### config.mk
export PLATFORM = sky130hd
export DESIGN_NAME = first_counter
export DESIGN_NICKNAME = d
export VERILOG_FILES = /design/src/rtl/first_counter_pkg.sv /design/src/rtl/first_counter.sv
export SDC_FILE = /design/constraint.sdc
export NUM_CORES = 1
export LEC_CHECK = 0
export BUFFER_PORTS_ARGS = -buffer_cell sky130_fd_sc_hd__buf_2
export CORE_AREA = 4 4 41 43
export DETAILED_ROUTE_END_ITERATION = 8
export DIE_AREA = 0 0 45 47
export GPL_ROUTABILITY_DRIVEN = 0
export REMOVE_ABC_BUFFERS = 1
export SLEW_MARGIN = 20
export SYNTH_ARGS = -nofsm -noshare
export SYNTH_HDL_FRONTEND = slang
export SYNTH_SLANG_ARGS = --single-unit
### constraint.sdc
create_clock -name clock -period 1.1 [get_ports clock]
set_input_delay 0.22 -clock clock [delete_from_list [all_inputs] [get_ports clock]]
set_output_delay 0.22 -clock clock [all_outputs]
set_load 0.005 [all_outputs]
### src/rtl/first_counter_pkg.sv
//------------------------------------------------------------------------------
// first_counter_pkg : shared constants for the first_counter counting cell
// Revision: 1.0  initial release
//------------------------------------------------------------------------------
`default_nettype none

package first_counter_pkg;

    localparam int unsigned FC_DEFAULT_WIDTH = 4;

endpackage : first_counter_pkg

`default_nettype wire

### src/rtl/first_counter.sv
//------------------------------------------------------------------------------
// first_counter : enabled up-counter with a registered, glitch-free wrap pulse
// Revision: 1.0  initial release
//------------------------------------------------------------------------------
`default_nettype none

module first_counter
    import first_counter_pkg::*;
#(
    parameter int unsigned WIDTH = FC_DEFAULT_WIDTH
) (
    input  logic             clock,
    input  logic             reset,
    input  logic             enable,
    output logic [WIDTH-1:0] counter_out,
    output logic             carry_out
);

    localparam logic [WIDTH-1:0] C_COUNT_MAX = '1;
    localparam logic [WIDTH-1:0] C_COUNT_ONE = WIDTH'(1);

    logic [WIDTH-1:0] count_q;
    logic [WIDTH-1:0] count_d;
    logic             carry_q;
    logic             carry_d;

    // Carry is recomputed every edge, so it drops back to 0 one period after a wrap.
    always_comb begin
        count_d = count_q;
        carry_d = 1'b0;
        if (enable) begin
            count_d = count_q + C_COUNT_ONE;
            carry_d = (count_q == C_COUNT_MAX);
        end
    end

    always_ff @(posedge clock or posedge reset) begin
        if (reset) begin
            count_q <= '0;
            carry_q <= 1'b0;
        end else begin
            count_q <= count_d;
            carry_q <= carry_d;
        end
    end

    assign counter_out = count_q;
    assign carry_out   = carry_q;

endmodule : first_counter

`default_nettype wire

After elaboration in Yosys (flattened, before gate mapping):

Cells that the tools add are included.

* flip-flop bits (word level): 5
* word-level logic and storage cells: 5
* output and inout bits: 5

* multiplexer cells: 1
* add/subtract/negate cells: 1
* equal/unequal tests: 1

Operator list (count)
* 4-bit by 1-bit adder with 4-bit output (second input constant): 1
* 4-bit == test (second input constant): 1
* 1-bit two-way mux: 1

Longest topological paths before layout:

Gate-level depths: netlist of run 1.

* depth in word-level cells: 2
* depth in mapped cells: 3
* depth with buffers taken out: 3

Worst setup path before layout of run 1:

No wires, ideal clock.

* path kind: reg-to-reg
* start: reg count_q[0] (netlist: counter_out[0])
* end: reg count_q[1] (netlist: counter_out[1])
* clock period less this slack: 1072 ps
* data arrival time: 948 ps
* path buffers: 0
* path slack: 28 ps
* stages on the path, launching flop included: 3
* library setup time: 125 ps
* data required time: 975 ps
* cell sequence: dfrtp_1 > ha_1 > mux2_2

* word-level cells in the longest chain between the ends: 1

Ends and longest elaborated chain
* start, declared: line first_counter.sv:22 `logic [WIDTH-1:0] count_q;`
* start signal, assigned: line first_counter.sv:42 `count_q <= count_d;`
* 4-bit by 1-bit adder with 4-bit output: line first_counter.sv:32 `count_d = count_q + C_COUNT_ONE;`

No other way between the ends.
A chain may end at the register's enable or synchronous reset.

Worst setup path after layout of run 1:

* start: reg count_q[0] (netlist: counter_out[0])
* end: out counter_out[0]

RTL lines
* end, declared: line first_counter.sv:15 `output logic [WIDTH-1:0] counter_out,`

No word-level cell between the ends.

==> flow_summary.ini, run 1 <==
[status]
outcome = complete, no violations

[route]
wl_per_cell_um = 10.24
drtAntennaViolNets = 0
drc_errors = 0
via_count = 168
via_per_inst = 3.733
totalWireLength_um = 461
drtIter0Drc = 1
dr.pass1.iters = 2

[finish]
diodes = 0
postLayoutCellArea_um2 = 345.3
nets = 35
drive_gt1_share_pct = 56.67
fill_cells = 152
final_cell_mix = 5 x dfrtp_1, 5 x buf_2, 4 x buf_6, 3 x clkbuf_4
stdcell_count = 45
area_delta_synth_final_pct = 68.29

[pwr]
p_total_mw = 1.008
p_sw_share_pct = 30.28
leakagePower_nw = 0.1717
power_density_mw_per_mm2 = 2919
p_seq_share_pct = 34.0
intPower_uw = 702.8
power_frac_clock_pct = 20.9
ir_worst_vdd_uv = 465.2
power_switching_uw = 305.2
combPwrFrac_pct = 45.0

[worst_setup_path]
crit_type = flop to output pin
cp_slowest_cell = dfrtp_1
startpoint_type = flop
arrival_ns = 0.85
path_buf_inv = 2
worstPathRequired_ns = 0.88
path_cells = buf_6 -> buf_6
cp_common_cell = buf_6
critPathMaxFanout = 2
crit_path_start = counter_out[0]$_DFFE_PP0P_
cpPeakStageDelay_ns = 0.39
reg2reg_depth = 2
reg2reg_from = counter_out[0]$_DFFE_PP0P_
crit_path_end_kind = output pin
rr_endpoint = counter_out[1]$_DFFE_PP0P_
crit_family = flip-flops
r2r_slack_ns = 0.05

[floorplanning]
die_h_um = 47
core_region_area_mm2 = 0.001301
dieArea_mm2 = 0.002115
pin_count = 8
fp-row-count = 13
initial_core_util_pct = 15.77
die_x_um = 45

[timing]
rsz0062_at_grt = yes
finClkSkew_ns = 0.0004165
tightest_slew_ns = 0.1877
holdWs_ns = 0.2438
hold_viol = 0
fin_crit_sh_pct = 97.52
max_slew_margin_pct = 87.48
finalSetupViolations = 0
fmax_mhz = 932.2
fin_crit_ns = 1.073
setup-tns-final_ns = 0
slew_viol_final = 0

[yosys]
syn_avg_cell_area_um2 = 14.66
ys_seq_area_share_pct = 60.98
yosysUniqueCellTypes = 9
ys_ff_latch = 5
synth_area_um2 = 205.2
yosys_warnings = 0
syn-instance-count = 14

[clocking]
cts_sinks = 5
clk_latency_ns = 0.24
max-clock-path-buffers = 2
cts_root_buf = clkbuf_4
clkSlewWorstSetupHoldPaths_ns = 0.04
cts_tree = built
htreeDepth = 1
cts_inserted_buffers = 3

[place]
placedInstanceArea_um2 = 274.0
port_buffers = 7
dp_hpwl_um = 322.6
place_inst = 38

[grt]
grt_max_degree = 6
track_usage_pct = 5.714
grt_pass1_vias = 180
antenna_found_initial = 0
overflow = 0
grt_pass1_wl_um = 731

[min_path]
hold_end = counter_out[0]$_DFFE_PP0P_
hp-start = enable
hold_depth = 2
hold_class = input pin to flop

[job]
cap_violations = 0
==> worst register-to-register path, stage by stage, from the launching register on <==
cell and delay [ns]:
dfrtp_1 0.39, ha_1 0.29, mux2_2 0.26
==> sequential cells by signal, summed over array words and instances (netlist names) <==
register and flops:
carry_out 1, counter_out 4
==> cells in the mapped netlist <==
| library cell | instances | area [um^2] |
|---|---|---|
| dfrtp_1 | 5 | 125.1 |
| xnor2_1 | 2 | 17.52 |
| and4_2 | 1 | 10.01 |
| ha_1 | 1 | 12.51 |
| inv_1 | 1 | 3.750 |
| mux2_2 | 1 | 11.26 |
| nand2_1 | 1 | 3.750 |
| nand4_2 | 1 | 12.51 |
| xor2_1 | 1 | 8.760 |
==> cell families after synthesis <==
logic type	Yosys count	synth area share [%]
flip-flops	5	60.98
XOR/XNOR	3	12.81
AND/OR/NAND/NOR	3	12.80
buffers and inverters	1	1.828
multiplexers	1	5.487
adder cells (fa/ha/maj)	1	6.097
==> worst max path at each step <==
| stage | cells after the start | slack [ns] | endpoint |
|---|---|---|---|
| 2_1_floorplan | 2 | 0.03 | counter_out[1]$_DFFE_PP0P_ |
| 3_3_place_gp | 2 | 0.09 | counter_out[1]$_DFFE_PP0P_ |
| 3_5_place_dp | 2 | 0.07 | counter_out[1]$_DFFE_PP0P_ |
| 4_1_cts | 2 | 0.001 | counter_out[0] |
| 5_1_grt | 2 | -0.002 | counter_out[0] |
| 6_report | 2 | 0.03 | counter_out[0] |
==> power groups by stage <==
stage / sequential, mW / combinational (mW) / clock [mW]
after global placement: 0.332 / 0.317 / 0
after CTS: 0.344 / 0.374 / 0.223
after floorplan: 0.359 / 0.121 / 0
after global routing: 0.356 / 0.501 / 0.228
final: 0.343 / 0.454 / 0.211
after detailed placement: 0.337 / 0.323 / 0
==> stage by stage <==
step	utilization, %	setup WS, ns
floorplan	-	0.02765
global placement	21.06	0.08624
detailed placement	21.06	0.07399
CTS	24.90	0.001381
global route	26.54	-0.002305
finish	26.54	0.02724
==> area by class of cell <==
type | count | area, um^2 | share of cell area, %
Timing Repair Buffer | 12 | 95.09 | 27.54
Sequential cell | 5 | 125.1 | 36.23
Clock buffer | 4 | 26.28 | 7.609
Tap cell | 15 | 18.77 | 5.435
Multi-Input combinational cell | 8 | 76.32 | 22.10
Inverter | 1 | 3.754 | 1.087
==> repair_timing <==
action | in CTS | in global routing
resized for setup | 3 | 1
endpoints found under the setup margin | 2 | 2
gates cloned | 0 | 0
setup buffers | 0 | 2
hold buffers | 1 | 0
endpoints found under the hold margin | 5 | 0
==> routing by layer <==
metal | GRT usage [%] | vias up | wire length, um
met5 | 0 | - | 0
met4 | 8.772 | 0 | 15
met3 | 3.831 | 2 | 71
met2 | 6.780 | 10 | 180
met1 | 5.300 | 78 | 194
li1 | - | 78 | -
Power figures use the tool's default switching activity.
==> run 2: changes to the inputs <==
--- a/config.mk
+++ b/config.mk
@@ -5,7 +5,7 @@
 export SDC_FILE = /design/constraint.sdc
 export NUM_CORES = 1
 export LEC_CHECK = 0
-export BUFFER_PORTS_ARGS = -buffer_cell sky130_fd_sc_hd__buf_2
+export BUFFER_PORTS_ARGS = -buffer_cell sky130_fd_sc_hd__clkbuf_2
 export CORE_AREA = 4 4 41 43
 export DETAILED_ROUTE_END_ITERATION = 8
 export DIE_AREA = 0 0 45 47
==> run 2 against run 1 <==
Effect of this change:
- first-iteration DRC count shrank 100%
- cell area shrank 3.6%
- die area is the same
- routed wire length shrank 8.2%
- clock skew grew 0.0012 ns
- via count grew 2.4%
- core utilization shrank 0.96 points
- non-clock buffer count is the same
- clock power is essentially flat
- final cell count is the same
- combinational power shrank 11%
- highest routed layer unchanged
==> flow_summary.ini, run 2 (synthesis gave the netlist of run 1 again) <==
[grt]
antenna_found_initial = 0
grt_pass1_wl_um = 648
overflow = 0
grt_pass1_vias = 164
track_usage_pct = 5.242
grt_max_degree = 6

[clocking]
htreeDepth = 1
cts_inserted_buffers = 3
clkSlewWorstSetupHoldPaths_ns = 0.04
max-clock-path-buffers = 2
cts_root_buf = clkbuf_4
cts_tree = built
clk_latency_ns = 0.24
cts_sinks = 5

[min_path]
hold_class = input pin to flop

[worst_setup_path]
crit_type = flop to output pin
reg2reg_from = counter_out[0]$_DFFE_PP0P_
r2r_slack_ns = 0.05
arrival_ns = 0.84
reg2reg_depth = 2
crit_path_start = counter_out[1]$_DFFE_PP0P_
rr_endpoint = counter_out[1]$_DFFE_PP0P_
worstPathRequired_ns = 0.88
critPathCapture = counter_out[1]
crit_path_end_kind = output pin
critPathMaxFanout = 3
startpoint_type = flop

[floorplanning]
die_h_um = 47
die_x_um = 45
dieArea_mm2 = 0.002115
core_region_area_mm2 = 0.001301
initial_core_util_pct = 15.77
pin_count = 8
fp-row-count = 13

[finish]
final_common_cell = clkbuf_2
final_cell_mix = 7 x clkbuf_2, 5 x dfrtp_1, 3 x clkbuf_4
drive_gt1_share_pct = 56.67
nets = 35
largest_reg_flops = 4
diodes = 0
area_delta_synth_final_pct = 62.19
final_util_pct = 25.58

[timing]
setup-tns-final_ns = 0
max_slew_margin_pct = 87.42
fin_crit_ns = 1.064
slew_viol_final = 0
fin_crit_sh_pct = 96.70
hold_viol = 0
finalSetupViolations = 0
tightest_slew_ns = 0.1885
fmax_mhz = 940.1
finClkSkew_ns = 0.001618
rsz0062_at_grt = no

[route]
wl_per_cell_um = 9.400
via_per_inst = 3.822
drc_errors = 0
drtAntennaViolNets = 0
drtIter0Drc = 0
totalWireLength_um = 423
dr.pass1.iters = 1
via_count = 172

[status]
outcome = complete, no violations

[pwr]
leakagePower_nw = 0.1678
power_density_mw_per_mm2 = 2848
ir_worst_vdd_uv = 658.1

[job]
cap_violations = 0

[place]
port_buffers = 7
==> run 2: changes by cell type in the layout (fill, tap and decap cells not counted), sizes merged <==
cell    change
buf         -7
clkbuf      +7
==> run 2: timing repair <==
action,in CTS,in global routing
setup endpoints to repair,0,2
gates resized for setup,0,2
hold buffers,1,0
setup buffers,0,2
hold endpoints to repair,5,0
==> run 2: how the worst min path moves through the flow <==
stage	depth (start not counted)	slack (ns)	end	start
6_report	2	0.25	counter_out[0]$_DFFE_PP0P_	enable
5_1_grt	2	0.26	counter_out[0]$_DFFE_PP0P_	enable
4_1_cts	2	0.25	counter_out[0]$_DFFE_PP0P_	enable
3_5_place_dp	2	0.11	carry_out$_DFF_PP0_	reset
3_3_place_gp	2	0.11	carry_out$_DFF_PP0_	reset
2_1_floorplan	1	-0.001	carry_out$_DFF_PP0_	reset
==> run 2: per-layer routing <==
layer	up-vias	share of wire [%]	global-route usage [%]
li1	83	-	-
met1	77	36	4.619
met2	10	40	5.932
met3	2	19	6.130
met4	0	3.3	5.263
met5	-	0	0
==> run 2: layout make-up <==
type                    count  area (um^2)
clock buffers               4        26.28
fillers                   146        968.4
inverters                   1        3.754
multi-input cells           8        76.32
flip-flops and latches      5        125.1
well taps                  15        18.77
repair buffers             12        82.58
==> run 2: critical path, cell delays in order (launching register included) <==
cell and delay, ns:
dfrtp_1 0.38, buf_6 0.12, clkbuf_2 0.10
==> run 2: power by group <==
group | total (mW) | switching, mW | internal (mW)
clock | 0.208 | 0.0713 | 0.137
sequential | 0.337 | 0.0689 | 0.268
combinational | 0.403 | 0.147 | 0.256
==> run 2: through the flow <==
stage                     hold WS [ns]  cells  instance area (um^2)  setup slack (ns)  power, mW
final                           0.2475     45                 332.8           0.03626     0.9480
after floorplan              -0.001479     14                 205.2           0.02765     0.4799
after global routing            0.2584     45                 332.8          0.002364      1.029
after detailed placement        0.1081     38                 274.0           0.07327     0.6559
after CTS                       0.2469     43                 310.3          0.006118     0.8782
after global placement          0.1106     38                 274.0           0.08237     0.6532
==> run 3: changes to the inputs <==
--- a/config.mk
+++ b/config.mk
@@ -5,8 +5,10 @@
 export SDC_FILE = /design/constraint.sdc
 export NUM_CORES = 1
 export LEC_CHECK = 0
+export ABC_AREA = 1
 export BUFFER_PORTS_ARGS = -buffer_cell sky130_fd_sc_hd__clkbuf_2
 export CORE_AREA = 4 4 41 43
+export CTS_CLUSTER_DIAMETER = 100
 export DETAILED_ROUTE_END_ITERATION = 8
 export DIE_AREA = 0 0 45 47
 export GPL_ROUTABILITY_DRIVEN = 0
==> run 3 against run 2 <==
Effect of this change:
- routed wire length increased by 1.7%
- die area unchanged
- critical path depth unchanged
- worst setup slack got worse by 0.0070 ns
- count of clock-buffer cells in the layout unchanged
- non-clock buffer count decreased by 3
- total power decreased by 10%
- maximum frequency decreased by 0.65%
- critical path type unchanged
- critical endpoint is now counter_out[0]
- largest cell class unchanged
==> flow_summary.ini, run 3 <==
[status]
outcome = complete, no violations

[route]
drtIter0Drc = 2
wl_per_cell_um = 8.600
drtAntennaViolNets = 0
via_per_inst = 3.580
totalWireLength_um = 430
dr.pass1.iters = 2
via_count = 179
drc_errors = 0

[pwr]
combPwrFrac_pct = 37.1
ir_worst_vdd_uv = 460.4
power_frac_clock_pct = 24.4
p_seq_share_pct = 38.5
power_switching_uw = 286.5
p_sw_share_pct = 33.60
p_total_uw = 852.7
intPower_uw = 566.2
power_density_mw_per_mm2 = 2641
leakagePower_nw = 0.1702

[min_path]
hold_depth = 2
hold_end = counter_out[0]$_DFFE_PP0P_
hp-start = enable
hold_class = input pin to flop

[worst_setup_path]
startpoint_type = flop
reg2reg_from = counter_out[1]$_DFFE_PP0P_
crit_path_end_kind = output pin
worstPathRequired_ns = 0.88
critPathMaxFanout = 3
cpPeakStageDelay_ns = 0.39
crit_type = flop to output pin
rr_endpoint = counter_out[2]$_DFFE_PP0P_
r2r_slack_ns = 0.11
path_cells = buf_6 -> clkbuf_2
arrival_ns = 0.85
cp_slowest_cell = dfrtp_1
reg2reg_depth = 4

[timing]
tightest_slew_ns = 0.1934
fin_crit_ns = 1.071
fin_crit_sh_pct = 97.34
finalSetupViolations = 0
slew_viol_final = 0
setup-tns-final_ns = 0
holdWs_ns = 0.2425
finClkSkew_ns = 0.0001759
max_slew_margin_pct = 87.09
fmax_mhz = 934.0
hold_viol = 0
rsz0062_at_grt = no

[finish]
drive_gt1_share_pct = 37.14
final_common_cell = clkbuf_2
final_cell_mix = 7 x clkbuf_2, 5 x nand2_1, 5 x dfrtp_1, 4 x inv_1, 3 x clkbuf_4
largest_reg_flops = 4
postLayoutCellArea_um2 = 322.8
multi_input_area_um2 = 81.33
area_delta_synth_final_pct = 45.76
diodes = 0
fill_cells = 153
nets = 40
regArea_um2 = 125.1

[place]
port_buffers = 7
dp_hpwl_um = 325.8
placedInstanceArea_um2 = 282.8

[floorplanning]
fp-row-count = 13
pin_count = 8
die_h_um = 47
die_x_um = 45
initial_core_util_pct = 17.02
dieArea_mm2 = 0.002115
core_region_area_mm2 = 0.001301

[grt]
track_usage_pct = 5.230
antenna_found_initial = 0
grt_pass1_vias = 184
grt_pass1_wl_um = 710
overflow = 0
grt_max_degree = 6

[job]
cap_violations = 0

[yosys]
yosysTopAreaCell = dfrtp_1
yosys.area.top_type_share_pct = 56.50
ys_seq_area_share_pct = 56.50
ys_ff_latch = 5
yosys_warnings = 0
syn_avg_cell_area_um2 = 10.07
ys_top_cells_by_count = 5 x dfrtp_1, 5 x nand2_1, 4 x inv_1
synth_top_cells_by_area = dfrtp_1 56%, nand2_1 8.5%, xor2_1 7.9%
syn-instance-count = 22
synth_ff_type = dfrtp_1
synthArstFlopShare_pct = 100.0
synth_area_um2 = 221.5
synth-edff-count = 0
yosysUniqueCellTypes = 10

[clocking]
htreeDepth = 1
cts_root_buf = clkbuf_4
cts_inserted_buffers = 3
cts_sinks = 5
max-clock-path-buffers = 2
post-cts-setup-buffer-count = 0
clkSlewWorstSetupHoldPaths_ns = 0.04
clk_latency_ns = 0.24
cts_tree = built
==> run 3: cell count changes in the layout (fill, tap and decap cells not counted), sizes merged <==
cell / previous run / this run
o21ai: 0 / 2
inv: 1 / 4
xnor2: 2 / 0
nor2: 0 / 1
nand4: 1 / 0
and4: 1 / 0
buf: 4 / 1
xor2: 1 / 2
nor3b: 0 / 1
nand2: 1 / 6
mux2: 1 / 0
==> run 3: logic make-up after synthesis <==
family | after synthesis | synth area share [%]
xor+xnor | 2 | 7.911
simple gates | 8 | 18.64
compound gates | 2 | 4.515
flops | 5 | 56.50
fa+ha+maj | 1 | 5.649
buf+inv | 4 | 6.778
==> run 3: area by class of cell <==
type | count | area share, %
clock buffer | 4 | 8.140
timing repair buffer | 9 | 17.44
tap | 15 | 5.814
inverter | 4 | 4.651
sequential | 5 | 38.76
multi-input combinational | 13 | 25.19
==> run 3: metrics by stage <==
| stage | setup WS, ns | std cells | utilization (%) |
|---|---|---|---|
| 3_3_place_gp | 0.1195 | 45 | 21.73 |
| 6_report | 0.02931 | 50 | 24.81 |
| 5_1_grt | 0.00009703 | 50 | 24.81 |
| 4_1_cts | 0.002018 | 50 | 24.52 |
| 2_1_floorplan | 0.1104 | 22 | - |
| 3_5_place_dp | 0.1116 | 45 | 21.73 |
==> run 3: repair_timing <==
item | CTS | global route
resized for setup | 0 | 1
hold endpoints to repair | 5 | 0
hold buffers | 1 | 0
setup endpoints to repair | 0 | 1
==> run 3: routing by layer <==
layer	track usage [%]	part of all wire, %	up-vias
met5	0	0	-
met4	5.263	0	0
met3	3.448	12	0
met2	7.062	48	5
met1	5.275	40	80
li1	-	-	94
==> run 3: how the worst max path moves through the flow <==
stage                                     from                    endpoint  slack, ns  depth (start not counted)
detailed placement  counter_out[1]$_DFFE_PP0P_  counter_out[2]$_DFFE_PP0P_       0.11                          4
global placement    counter_out[1]$_DFFE_PP0P_  counter_out[2]$_DFFE_PP0P_       0.12                          4
floorplan           counter_out[0]$_DFFE_PP0P_  counter_out[2]$_DFFE_PP0P_       0.11                          4
finish              counter_out[0]$_DFFE_PP0P_              counter_out[0]       0.03                          2
CTS                 counter_out[0]$_DFFE_PP0P_              counter_out[0]      0.002                          2
global route        counter_out[0]$_DFFE_PP0P_              counter_out[0]     0.0001                          2
==> run 3: critical path: cells and delay by family, from the launching register on <==
family                 cells  cell delay [ns]
buffers and inverters      2             0.23
flip-flops                 1             0.39
==> run 3: power groups by stage <==
stage	clock network [mW]	logic (mW)	registers, mW
finish	0.208	0.317	0.328
global route	0.232	0.365	0.346
CTS	0.222	0.308	0.330
detailed placement	0	0.306	0.328
global placement	0	0.298	0.326
floorplan	0	0.148	0.339
